[src/rtl/traffic_sensor_frontend_pkg.sv]
// Shared constants for the traffic sensor front-end: light codes, approach
// indices and gap FSM state encoding.
package traffic_pkg;

    localparam logic [2:0] LIGHT_RED = 3'b100;
    localparam logic [2:0] LIGHT_YEL = 3'b010;
    localparam logic [2:0] LIGHT_GRN = 3'b001;

    localparam int unsigned N = 0;
    localparam int unsigned S = 1;
    localparam int unsigned E = 2;
    localparam int unsigned W = 3;

    localparam logic [1:0] ST_WAIT  = 2'd0;
    localparam logic [1:0] ST_GREEN = 2'd1;
    localparam logic [1:0] ST_REQ   = 2'd2;

    function automatic logic light_legal(input logic [2:0] code);
        return (code == LIGHT_RED) || (code == LIGHT_YEL) || (code == LIGHT_GRN);
    endfunction

endpackage

[src/rtl/traffic_sensor_frontend_if.sv]
// Detector, light and termination-request bundle between the traffic
// controller environment (master) and the sensor front-end (slave).
interface traffic_sensor_frontend_if #(
    parameter int unsigned QCNT_W = 4
);
    logic [3:0]          arr_raw;
    logic [3:0]          dep_raw;
    logic [2:0]          n_lights;
    logic [2:0]          s_lights;
    logic [2:0]          e_lights;
    logic [2:0]          w_lights;
    logic                x1;
    logic                x2;
    logic                x3;
    logic                x4;
    logic [4*QCNT_W-1:0] queue_cnt;
    logic                err_conflict;

    modport master (
        output arr_raw, dep_raw, n_lights, s_lights, e_lights, w_lights,
        input  x1, x2, x3, x4, queue_cnt, err_conflict
    );

    modport slave (
        input  arr_raw, dep_raw, n_lights, s_lights, e_lights, w_lights,
        output x1, x2, x3, x4, queue_cnt, err_conflict
    );
endinterface

[src/rtl/traffic_sensor_frontend_debounce.sv]
// One loop detector channel: 2-flop synchronizer, level debouncer and a
// single-cycle registered pulse on each accepted rising edge.
module sensor_debounce #(
    parameter int unsigned DEBOUNCE_CYCLES = 4
) (
    input  logic clk,
    input  logic rst_a,
    input  logic raw,
    output logic rise
);
    localparam int unsigned CW = (DEBOUNCE_CYCLES > 1) ? $clog2(DEBOUNCE_CYCLES) : 1;
    localparam logic [CW-1:0] CNT_LAST = CW'(DEBOUNCE_CYCLES - 1);

    logic          sync1;
    logic          sync2;
    logic          level;
    logic [CW-1:0] cnt;

    always_ff @(posedge clk or negedge rst_a) begin
        if (!rst_a) begin
            sync1 <= 1'b0;
            sync2 <= 1'b0;
            level <= 1'b0;
            cnt   <= '0;
            rise  <= 1'b0;
        end else begin
            sync1 <= raw;
            sync2 <= sync1;
            rise  <= 1'b0;
            if (sync2 == level) begin
                cnt <= '0;
            end else if (cnt == CNT_LAST) begin
                // the DEBOUNCE_CYCLES-th differing sample commits the new level
                cnt   <= '0;
                level <= sync2;
                rise  <= sync2;
            end else begin
                cnt <= cnt + 1'b1;
            end
        end
    end
endmodule

[src/rtl/traffic_sensor_frontend.sv]
// Detector front-end: debounced arrival/departure queues per approach and
// gap-out termination requests x1..x4, with a sticky light-conflict flag.
module traffic_sensor_frontend
    import traffic_pkg::*;
#(
    parameter int unsigned DEBOUNCE_CYCLES = 4,
    parameter int unsigned GAP_CYCLES      = 3,
    parameter int unsigned MIN_GREEN       = 4,
    parameter int unsigned QCNT_W          = 4
) (
    input  logic                      clk,
    input  logic                      rst_a,
    traffic_sensor_frontend_if.slave  bus
);
    localparam int unsigned TW = $clog2(MIN_GREEN + 1);
    localparam int unsigned GW = $clog2(GAP_CYCLES + 1);
    localparam logic [TW-1:0] GT_MAX  = TW'(MIN_GREEN);
    localparam logic [GW-1:0] GAP_MAX = GW'(GAP_CYCLES);

    logic [3:0]          arr_rise;
    logic [3:0]          dep_rise;
    logic [2:0]          lights [4];
    logic                conflict_now;
    logic [2:0]          not_red;
    logic                err_q;
    logic                hold;
    logic [4*QCNT_W-1:0] q_flat;
    logic [3:0]          x_vec;

    always_comb begin
        lights[N] = bus.n_lights;
        lights[S] = bus.s_lights;
        lights[E] = bus.e_lights;
        lights[W] = bus.w_lights;
    end

    always_comb begin
        not_red      = '0;
        conflict_now = 1'b0;
        for (int unsigned i = 0; i < 4; i++) begin
            if (!light_legal(lights[i])) conflict_now = 1'b1;
            if (lights[i] != LIGHT_RED)  not_red = not_red + 3'd1;
        end
        if (not_red > 3'd1) conflict_now = 1'b1;
    end

    always_ff @(posedge clk or negedge rst_a) begin
        if (!rst_a)            err_q <= 1'b0;
        else if (conflict_now) err_q <= 1'b1;
    end

    // the conflicting cycle itself already blocks the FSMs, so x never leaks
    assign hold = err_q | conflict_now;

    for (genvar i = 0; i < 4; i++) begin : g_app
        logic [QCNT_W-1:0] q;
        logic [1:0]        state;
        logic [TW-1:0]     green_tmr;
        logic [GW-1:0]     gap_cnt;
        logic              x_r;
        logic              green;

        sensor_debounce #(.DEBOUNCE_CYCLES(DEBOUNCE_CYCLES)) u_arr (
            .clk   (clk),
            .rst_a (rst_a),
            .raw   (bus.arr_raw[i]),
            .rise  (arr_rise[i])
        );

        sensor_debounce #(.DEBOUNCE_CYCLES(DEBOUNCE_CYCLES)) u_dep (
            .clk   (clk),
            .rst_a (rst_a),
            .raw   (bus.dep_raw[i]),
            .rise  (dep_rise[i])
        );

        assign green = (lights[i] == LIGHT_GRN);

        always_ff @(posedge clk or negedge rst_a) begin
            if (!rst_a) begin
                q <= '0;
            end else if (arr_rise[i] && !dep_rise[i] && (q != '1)) begin
                q <= q + 1'b1;
            end else if (dep_rise[i] && !arr_rise[i] && (q != '0)) begin
                q <= q - 1'b1;
            end
        end

        always_ff @(posedge clk or negedge rst_a) begin
            if (!rst_a) begin
                state     <= ST_WAIT;
                green_tmr <= '0;
                gap_cnt   <= '0;
                x_r       <= 1'b0;
            end else if (hold || !green) begin
                state     <= ST_WAIT;
                green_tmr <= '0;
                gap_cnt   <= '0;
                x_r       <= 1'b0;
            end else begin
                case (state)
                    ST_WAIT: begin
                        state     <= ST_GREEN;
                        green_tmr <= TW'(1);
                        gap_cnt   <= (q == '0) ? GW'(1) : '0;
                    end
                    ST_GREEN: begin
                        if ((green_tmr >= GT_MAX) && (gap_cnt >= GAP_MAX)) begin
                            state <= ST_REQ;
                            x_r   <= 1'b1;
                        end
                        green_tmr <= (green_tmr >= GT_MAX) ? GT_MAX : green_tmr + 1'b1;
                        if (q != '0)                gap_cnt <= '0;
                        else if (gap_cnt < GAP_MAX) gap_cnt <= gap_cnt + 1'b1;
                    end
                    ST_REQ: begin
                        x_r <= 1'b1;
                    end
                    default: begin
                        state <= ST_WAIT;
                        x_r   <= 1'b0;
                    end
                endcase
            end
        end

        assign q_flat[i*QCNT_W +: QCNT_W] = q;
        assign x_vec[i] = x_r;
    end

    assign bus.queue_cnt    = q_flat;
    assign bus.err_conflict = err_q;
    assign bus.x1           = x_vec[N];
    assign bus.x2           = x_vec[S];
    assign bus.x3           = x_vec[E];
    assign bus.x4           = x_vec[W];
endmodule
[src/flat_wrapper.sv]
// flat-port wrapper written by rule: the top's interface ports become plain ports
module traffic_sensor_frontend_flat import traffic_pkg::*;
#(
    parameter int unsigned DEBOUNCE_CYCLES = 4,
    parameter int unsigned GAP_CYCLES      = 3,
    parameter int unsigned MIN_GREEN       = 4,
    parameter int unsigned QCNT_W          = 4
)
  (clk, rst_a, bus_arr_raw, bus_dep_raw, bus_n_lights, bus_s_lights, bus_e_lights, bus_w_lights, bus_x1, bus_x2, bus_x3, bus_x4, bus_queue_cnt, bus_err_conflict);
  traffic_sensor_frontend_if #(.QCNT_W(QCNT_W)) bus_i ();
  input  logic clk;
  input  logic rst_a;
  input wire logic [$bits(bus_i.arr_raw)-1:0] bus_arr_raw;
  input wire logic [$bits(bus_i.dep_raw)-1:0] bus_dep_raw;
  input wire logic [$bits(bus_i.n_lights)-1:0] bus_n_lights;
  input wire logic [$bits(bus_i.s_lights)-1:0] bus_s_lights;
  input wire logic [$bits(bus_i.e_lights)-1:0] bus_e_lights;
  input wire logic [$bits(bus_i.w_lights)-1:0] bus_w_lights;
  output wire logic [$bits(bus_i.x1)-1:0] bus_x1;
  output wire logic [$bits(bus_i.x2)-1:0] bus_x2;
  output wire logic [$bits(bus_i.x3)-1:0] bus_x3;
  output wire logic [$bits(bus_i.x4)-1:0] bus_x4;
  output wire logic [$bits(bus_i.queue_cnt)-1:0] bus_queue_cnt;
  output wire logic [$bits(bus_i.err_conflict)-1:0] bus_err_conflict;
  assign bus_i.arr_raw = bus_arr_raw;
  assign bus_i.dep_raw = bus_dep_raw;
  assign bus_i.n_lights = bus_n_lights;
  assign bus_i.s_lights = bus_s_lights;
  assign bus_i.e_lights = bus_e_lights;
  assign bus_i.w_lights = bus_w_lights;
  assign bus_x1 = bus_i.x1;
  assign bus_x2 = bus_i.x2;
  assign bus_x3 = bus_i.x3;
  assign bus_x4 = bus_i.x4;
  assign bus_queue_cnt = bus_i.queue_cnt;
  assign bus_err_conflict = bus_i.err_conflict;
  traffic_sensor_frontend #(.DEBOUNCE_CYCLES(DEBOUNCE_CYCLES), .GAP_CYCLES(GAP_CYCLES), .MIN_GREEN(MIN_GREEN), .QCNT_W(QCNT_W)) u_core (.clk(clk), .rst_a(rst_a), .bus(bus_i));
endmodule
[config.mk]
export PLATFORM = sky130hd
export DESIGN_NAME = traffic_sensor_frontend_flat
export DESIGN_NICKNAME = d
export VERILOG_FILES = /design/src/rtl/traffic_sensor_frontend_pkg.sv /design/src/rtl/traffic_sensor_frontend_if.sv /design/src/rtl/traffic_sensor_frontend_debounce.sv /design/src/rtl/traffic_sensor_frontend.sv /design/src/flat_wrapper.sv
export SDC_FILE = /design/constraint.sdc
export NUM_CORES = 1
export LEC_CHECK = 0
export BUFFER_PORTS_ARGS = -buffer_cell sky130_fd_sc_hd__buf_2
export CAP_MARGIN = 20
export CORE_MARGIN = 3
export CORE_UTILIZATION = 54
export DETAILED_ROUTE_END_ITERATION = 6
export GPL_TIMING_DRIVEN = 0
export PLACE_DENSITY_LB_ADDON = 0.12
export SYNTH_ARGS = -nofsm -noshare
export SYNTH_HDL_FRONTEND = slang
export SYNTH_HIERARCHICAL = 1
export SYNTH_SLANG_ARGS = --single-unit
[constraint.sdc]
create_clock -name clk -period 1.59 [get_ports clk]
set_input_delay 0.318 -clock clk [delete_from_list [all_inputs] [get_ports clk]]
set_output_delay 0.318 -clock clk [all_outputs]
set_load 0.005 [all_outputs]
Yosys cells after proc, flatten, opt, wreduce, memory -nomap -nowiden
Index checks and enable logic that the tools add are counted.
{"block": "word_totals", "ff_bits": 97, "latch_bits": 0, "ramBits": 0, "mem_bits_ro": 0, "in_bits": 22, "out_inout_bits": 21, "word_cells": 359, "memories": 0}
{"block": "classes", "addsub": 27, "n_mul": 0, "n_div": 0, "n_lt_le_gt_ge": 13, "n_eq_ne": 60, "shift": 0, "mux": 105, "bitwise": 9, "reduce_logical": 84}
{"operator": "$mux W2", "count": 36}
{"operator": "$reduce_and A2 Y1", "count": 20}
{"operator": "$mux W1", "count": 34}
{"operator": "$mux W3", "count": 11}
{"operator": "$mux W4", "count": 8}
{"operator": "$add A2 B1 Y2 const B", "count": 12}
{"operator": "$eq A2 B2 Y1 const B", "count": 12}
{"operator": "$pmux W2 S3", "count": 4}
{"operator": "$pmux W3 S2", "count": 4}
{"operator": "$logic_and A1 B1 Y1", "count": 20}
{"operator": "$add A3 B1 Y3 const B", "count": 6}
{"operator": "$add A4 B1 Y4 const B", "count": 4}
{"operator": "$logic_not A4 Y1", "count": 4}
{"operator": "$ne A2 B1 Y1 const B", "count": 8}
{"operator": "$ne A4 B1 Y1 const B", "count": 4}
{"operator": "$ne A4 B4 Y1 const B", "count": 4}
{"operator": "$pmux W2 S2", "count": 4}
{"operator": "$reduce_bool A4 Y1", "count": 4}
{"operator": "$sub A4 B1 Y4 const B", "count": 4}
{"operator": "$eq A3 B1 Y1 const B", "count": 4}
{"operator": "$eq A3 B2 Y1 const B", "count": 4}
{"operator": "$eq A3 B3 Y1 const B", "count": 4}
{"operator": "$ge A3 B3 Y1 const B", "count": 4}
{"operator": "$logic_not A1 Y1", "count": 12}
{"operator": "other kinds (15)", "count": 67}

Logic depth before layout (Yosys ltp)
{"block": "depth", "depth_word": 14, "depth_mapped": 12, "ltp_nobuf": 11}

Hierarchy
Netlist, hierarchy kept.
{"mod": "traffic_sensor_frontend", "n_inst": 1, "cells_per_inst": 331, "area_per_inst_um2": 3367.0, "seq_area_each_um2": 1226.2}
{"mod": "sensor_debounce", "n_inst": 8, "cells_per_inst": 12, "area_per_inst_um2": 209.0, "seq_area_each_um2": 150.1}

Worst setup path before layout
Ideal clock, no wire load.
{"block": "synth_timing", "path_kind": "input -> register", "start": "input port bus_n_lights[1]", "end": "register u_core.g_app[0].green_tmr[0]", "setup_ns": 0.101, "t_arrival_ns": 2.735, "t_required_ns": 1.489, "setup_slack_ns": -1.246, "stages": 12, "path_buffers": 1, "cell_sequence": "nor2_1 and2_1 inv_1 ha_1 and4bb_2 a21o_2 ha_1 or3b_2 nor4b_1 a211oi_1 clkbuf_1 nor4_1"}
{"block": "synth_between", "elab_chain_cells": 13, "elab_cells_between_ends": 24, "cone_classes": "add/sub (3); order compare (1); eq/ne (4); mux (10); bitwise (1); reduce/logical (5)"}
{"element": "start, declared", "line": "flat_wrapper.sv:15", "source": "input wire logic [$bits(bus_i.n_lights)-1:0] bus_n_lights;"}
{"element": "$ne A3 B3 Y1", "line": "traffic_sensor_frontend.sv:42", "source": "if (lights[i] != LIGHT_RED) not_red = not_red + 3'd1;"}
{"element": "$mux W1", "line": "traffic_sensor_frontend.sv:42"}
{"element": "$add A1 B1 Y2", "line": "traffic_sensor_frontend.sv:42"}
{"element": "$mux W3", "line": "traffic_sensor_frontend.sv:42"}
{"element": "$add A3 B1 Y3", "line": "traffic_sensor_frontend.sv:42"}
{"element": "$mux W3", "line": "traffic_sensor_frontend.sv:42"}
{"element": "$add A3 B1 Y3", "line": "traffic_sensor_frontend.sv:42"}
{"element": "$mux W3", "line": "traffic_sensor_frontend.sv:42"}
{"element": "$gt A3 B1 Y1", "line": "traffic_sensor_frontend.sv:44", "source": "if (not_red > 3'd1) conflict_now = 1'b1;"}
{"element": "$mux W1", "line": "traffic_sensor_frontend.sv:44"}
{"element": "$or A1 B1 Y1", "line": "traffic_sensor_frontend.sv:53", "source": "assign hold = err_q | conflict_now;"}
{"element": "$logic_or A1 B1 Y1 (*)", "line": "traffic_sensor_frontend.sv:95", "source": "end else if (hold || !green) begin"}
{"element": "$reduce_bool A3 Y1 (no source line) / $mux W3 (equally long branches)"}
{"element": "end signal, assigned", "line": "traffic_sensor_frontend.sv:112", "source": "green_tmr <= (green_tmr >= GT_MAX) ? GT_MAX : green_tmr + 1'b1;"}
{"element": "end, declared", "line": "traffic_sensor_frontend.sv:58", "source": "logic [TW-1:0] green_tmr;"}
Every way passes the cells marked *; elsewhere a longest branch is shown, timed or not.
A chain may end at the register's enable or synchronous reset.

Worst setup path in the final report
{"block": "layout_timing", "start": "input port bus_n_lights[0]", "end": "register u_core.g_app[3].gap_cnt[0]"}
{"block": "layout_between", "elab_chain_cells": 14, "elab_cells_between_ends": 25, "cone_classes": "add/sub (3); order compare (1); eq/ne (5); mux (10); bitwise (1); reduce/logical (5)"}
{"element": "$ne A3 B3 Y1", "line": "traffic_sensor_frontend.sv:42"}
{"element": "$mux W1", "line": "traffic_sensor_frontend.sv:42"}
{"element": "$add A1 B1 Y2", "line": "traffic_sensor_frontend.sv:42"}
{"element": "$mux W3", "line": "traffic_sensor_frontend.sv:42"}
{"element": "$add A3 B1 Y3", "line": "traffic_sensor_frontend.sv:42"}
{"element": "$mux W3", "line": "traffic_sensor_frontend.sv:42"}
{"element": "$add A3 B1 Y3", "line": "traffic_sensor_frontend.sv:42"}
{"element": "$mux W3", "line": "traffic_sensor_frontend.sv:42"}
{"element": "$gt A3 B1 Y1", "line": "traffic_sensor_frontend.sv:44"}
{"element": "$mux W1 (*)", "line": "traffic_sensor_frontend.sv:44"}
{"element": "$or A1 B1 Y1 (*)", "line": "traffic_sensor_frontend.sv:53"}
{"element": "$logic_or A1 B1 Y1 (*)", "line": "traffic_sensor_frontend.sv:95"}
{"element": "$ne A4 B1 Y1 (no source line) / $reduce_bool A3 Y1 (equally long branches)"}
{"element": "$reduce_and A2 Y1 (no source line)"}
{"element": "end signal, assigned", "line": "traffic_sensor_frontend.sv:105", "source": "gap_cnt <= (q == '0) ? GW'(1) : '0;"}
{"element": "end signal, assigned", "line": "traffic_sensor_frontend.sv:114", "source": "else if (gap_cnt < GAP_MAX) gap_cnt <= gap_cnt + 1'b1;"}
{"element": "end, declared", "line": "traffic_sensor_frontend.sv:59", "source": "logic [GW-1:0] gap_cnt;"}
Marks and branches as above.

==> run_results.csv <==
group,metric,value,unit
global_route,grt_use_total,20.25,%
floorplanning,dieArea,0.01053,mm^2
logic_synthesis,syn_nets,499,
placement,dpl.hpwl,6.208,mm
worst_setup_path,reg2reg_depth,7,
floorplanning,core,0.008891,mm^2
layout,fin_nets,606,
floorplanning,floorplan.initialDensity,56.67,%
logic_synthesis,synth_area_per_cell,11.80,um^2
sta,clock.fmax,398.8,MHz
power_and_ir_drop,total_power,8.186,mW
logic_synthesis,synthesis.area,0.005039,mm^2
clock_network,cts_htree_levels,3,
detailed_routing,vias,3690,
run,drv_cap,0,
power_and_ir_drop,ir_drop,1.027,mV
floorplanning,fp-row-count,34,
logic_synthesis,yosysWarnings,6,
sta,rsz0062_at_grt,"yes",
worst_setup_path,path_cells,"buf_8, nor2_4, and2_4, inv_2, ha_4, and4bb_2, a21o_2, ha_4, or3b_4, nor4b_4, a211oi_4, buf_8, a311oi_2",
global_route,antenna_found_initial,0,
worst_setup_path,cp_max_fo,8,
sta,period_share,157.7,%
detailed_routing,drc,0,
placement,dp_cells,578,
hold_path,hold_depth,1,
global_route,gr-total-overflow,0,
power_and_ir_drop,cellPowerDensity,1258,mW/mm^2
floorplanning,die_w,102.6,um
floorplanning,chipHeight,102.6,um
detailed_routing,dr.pass1.iters,4,
sta,min_period,2.508,ns
layout,areaGrowthSynthToFinish,29.18,%
logic_synthesis,synth-edff-count,0,
clock_network,cts_buffer_depth,2,
detailed_routing,drt_iter0_drc,134,
placement,place_ws,-1.466,ns
worst_setup_path,r2r_slack,-0.28,ns
sta,layout_setup_ws,-0.9175,ns
clock_network,cts.sinks,97,
sta,final_hold_viol_count,0,
logic_synthesis,synth.distinct_cells,50,
logic_synthesis,synth.yosys.seq_area_share,48.17,%
sta,slew-limit-headroom,47.76,%
global_route,grt_max_degree,52,
floorplanning,pin_count,43,
clock_network,cts_tree,"yes",
worst_setup_path,endpoint_kind,"register",
outcome,violations,"setup timing",
logic_synthesis,postSynth.asyncResetShare,100.0,%
outcome,status,"finished with violations",
detailed_routing,wl_per_cell,15.75,um
detailed_routing,wirelength,10.17,mm
logic_synthesis,netlist_instances,427,
worst_setup_path,slowest_delay,0.38,ns
layout,final_core_util,73.21,%
placement,gp_congestion,0.8235,
layout,finalNonFillerCells,646,
worst_setup_path,slowest_stage,"or3b_4",
detailed_routing,via_per_inst,5.712,
global_route,grt_pass1_wl,16.89,mm
logic_synthesis,ys_seq_elements,97,
layout,drive_gt1_share,40.52,%
worst_setup_path,worst_ep_arrival_time,2.75,ns
hold_path,hold_class,"in -> reg",
logic_synthesis,synthFlopType,"dfrtp_1",
clock_network,clk_pin_slew_worst_paths,0.09,ns
worst_setup_path,cp.required,1.84,ns
layout,diodes,0,
layout,fill_cells,596,
power_and_ir_drop,power_leakage,2.939,nW
sta,worst_pin_slew,0.7836,ns
sta,slew_viol_final,0,
clock_network,insertion_delay,0.35,ns
clock_network,root_buffer,"clkbuf_8",
clock_network,cts_made_buffers,9,
global_route,grt_pass1_vias,3606,
placement,portBuffers,42,
sta,finalClockSkew,0.006035,ns
worst_setup_path,path_class,"in -> reg",
detailed_routing,ant_nets,0,
worst_setup_path,critical_path.startpoint_type,"input port",
sta,setup_viol,45,
area by class of cell:
class / instances / area [um^2] / share of cell area (%)
multi-input combinational: 301 / 2872 / 44.12
sequential: 97 / 2446 / 37.58
timing repair buffer: 96 / 705.7 / 10.84
tap: 108 / 135.1 / 2.076
clock buffer: 11 / 131.4 / 2.018
inverter: 21 / 78.83 / 1.211
clock inverter: 4 / 76.32 / 1.173
buffer: 8 / 63.81 / 0.9804
power by group:
group / switching [mW] / internal (mW) / leakage [nW]
logic: 1.35 / 1.74 / 1.61
registers: 0.369 / 3.01 / 1.23
clock network: 0.835 / 0.886 / 0.100
timing repair:
item                       CTS  global route
hold endpoints to repair    32             0
setup buffers               43             8
setup endpoints to repair   45            46
hold buffers                 1             0
resized for setup           57            18
pin swaps                   33            13
cloned                       2             0
cells in the mapped netlist, drive strengths merged (2+ instances only):
cell type	number	area [um^2]
a211oi	2	15.01
a21o	6	46.30
a21oi	14	70.07
a22oi	2	15.01
a311oi	3	26.28
a31oi	2	12.51
a32oi	4	35.03
and2	5	31.28
and3b	8	80.08
buf	3	21.27
clkbuf	5	18.77
dfrtp	97	2427
fa	4	80.08
ha	46	575.6
inv	21	78.83
mux2	21	236.5
mux2i	13	130.1
nand2	12	45.04
nand2b	4	25.02
nand3	4	25.02
nand3b	8	60.06
nand4	7	43.79
nor2	15	56.30
nor2b	10	62.56
nor3	31	195.2
nor3b	5	37.54
nor4	11	68.82
o21ai	9	45.04
o22ai	4	25.02
o311ai	2	17.52
o31a	3	26.28
or3	2	12.51
or3b	10	87.59
xnor2	15	131.4
xor2	10	87.58
registers in the layout, indices dropped and copies added (netlist names):
name,count
u_core/g_app.green_tmr,12
u_core/g_app.u_arr/sync1,4
u_core/g_app.q,16
u_core/bus.x4,1
u_core/g_app.u_arr/level,4
u_core/g_app.u_arr/sync2,4
u_core/g_app.u_arr/cnt,8
u_core/bus.x1,1
u_core/g_app.u_arr/rise,4
u_core/g_app.u_dep/sync1,4
u_core/g_app.u_dep/rise,4
u_core/g_app.u_dep/level,4
u_core/bus.x3,1
u_core/bus.x2,1
u_core/g_app.state,8
u_core/g_app.u_dep/sync2,4
u_core/g_app.u_dep/cnt,8
u_core/bus.err_conflict,1
u_core/g_app.gap_cnt,8
through the flow:
stage | hold WS, ns | setup TNS, ns | area, um^2
after detailed placement | 0.3355 | -47.71 | 5548
after global routing | 0.02743 | -31.78 | 6509
final | 0.05921 | -29.12 | 6509
after global placement | 0.3321 | -121.81 | 5518
after floorplan | 0.02241 | -33.35 | 5172
after CTS | 0.04011 | -26.52 | 6354
critical path: cells and delay by family:
| family | cells | cell delay [ns] |
|---|---|---|
| AO/OA/AOI/OAI | 3 | 0.61 |
| adder cells (fa/ha/maj) | 2 | 0.36 |
| buffers and inverters | 3 | 0.33 |
| AND/OR/NAND/NOR | 5 | 1.14 |
path summary, 6_finish.rpt:
check                                               to                   startpoint
setup / recovery            u_core/g_app[3].gap_cnt[0]              bus_n_lights[0]
setup reg to reg                  u_core/g_app[3].q[3]         u_core/g_app[3].q[3]
hold reg to reg            u_core/g_app[3].u_arr/sync2  u_core/g_app[3].u_arr/sync1
max in group asynchronous         u_core/g_app[2].q[2]                        rst_a
min in group asynchronous         u_core/g_app[1].q[0]                        rst_a
hold / removal             u_core/g_app[0].u_arr/sync1               bus_arr_raw[0]
layer usage:
layer | part of all wire (%) | GRT usage [%] | vias up
met5 | 0 | 0 | -
met4 | 1.2 | 6.054 | 0
met3 | 3.5 | 5.142 | 14
met2 | 50 | 32.67 | 75
met1 | 45 | 27.19 | 1846
li1 | - | - | 1755
layout by cell type (no fill, tap or decap), types with 9 or more instances in the layout:
cell       n
a21oi_1   10
dfrtp_2   15
mux2_2    11
mux2i_1   12
xor2_1     9
ha_1      43
buf_6     12
nand2_1   12
clkbuf_8  10
dfrtp_1   82
o21ai_0    9
xnor2_1   15
buf_2     39
inv_1     20
nor2b_1   10
nor3_1    12
buf_4     43
nor3_2    16
nor2_1    13
kinds of logic after synthesis:
group | synth area share, %
compound gates | 7.797
xor+xnor | 4.346
fa+ha+maj | 13.01
buf+inv | 2.359
flops | 48.17
mux | 7.276
simple gates | 17.04
Note: power is estimated with default switching activity, not from simulation.
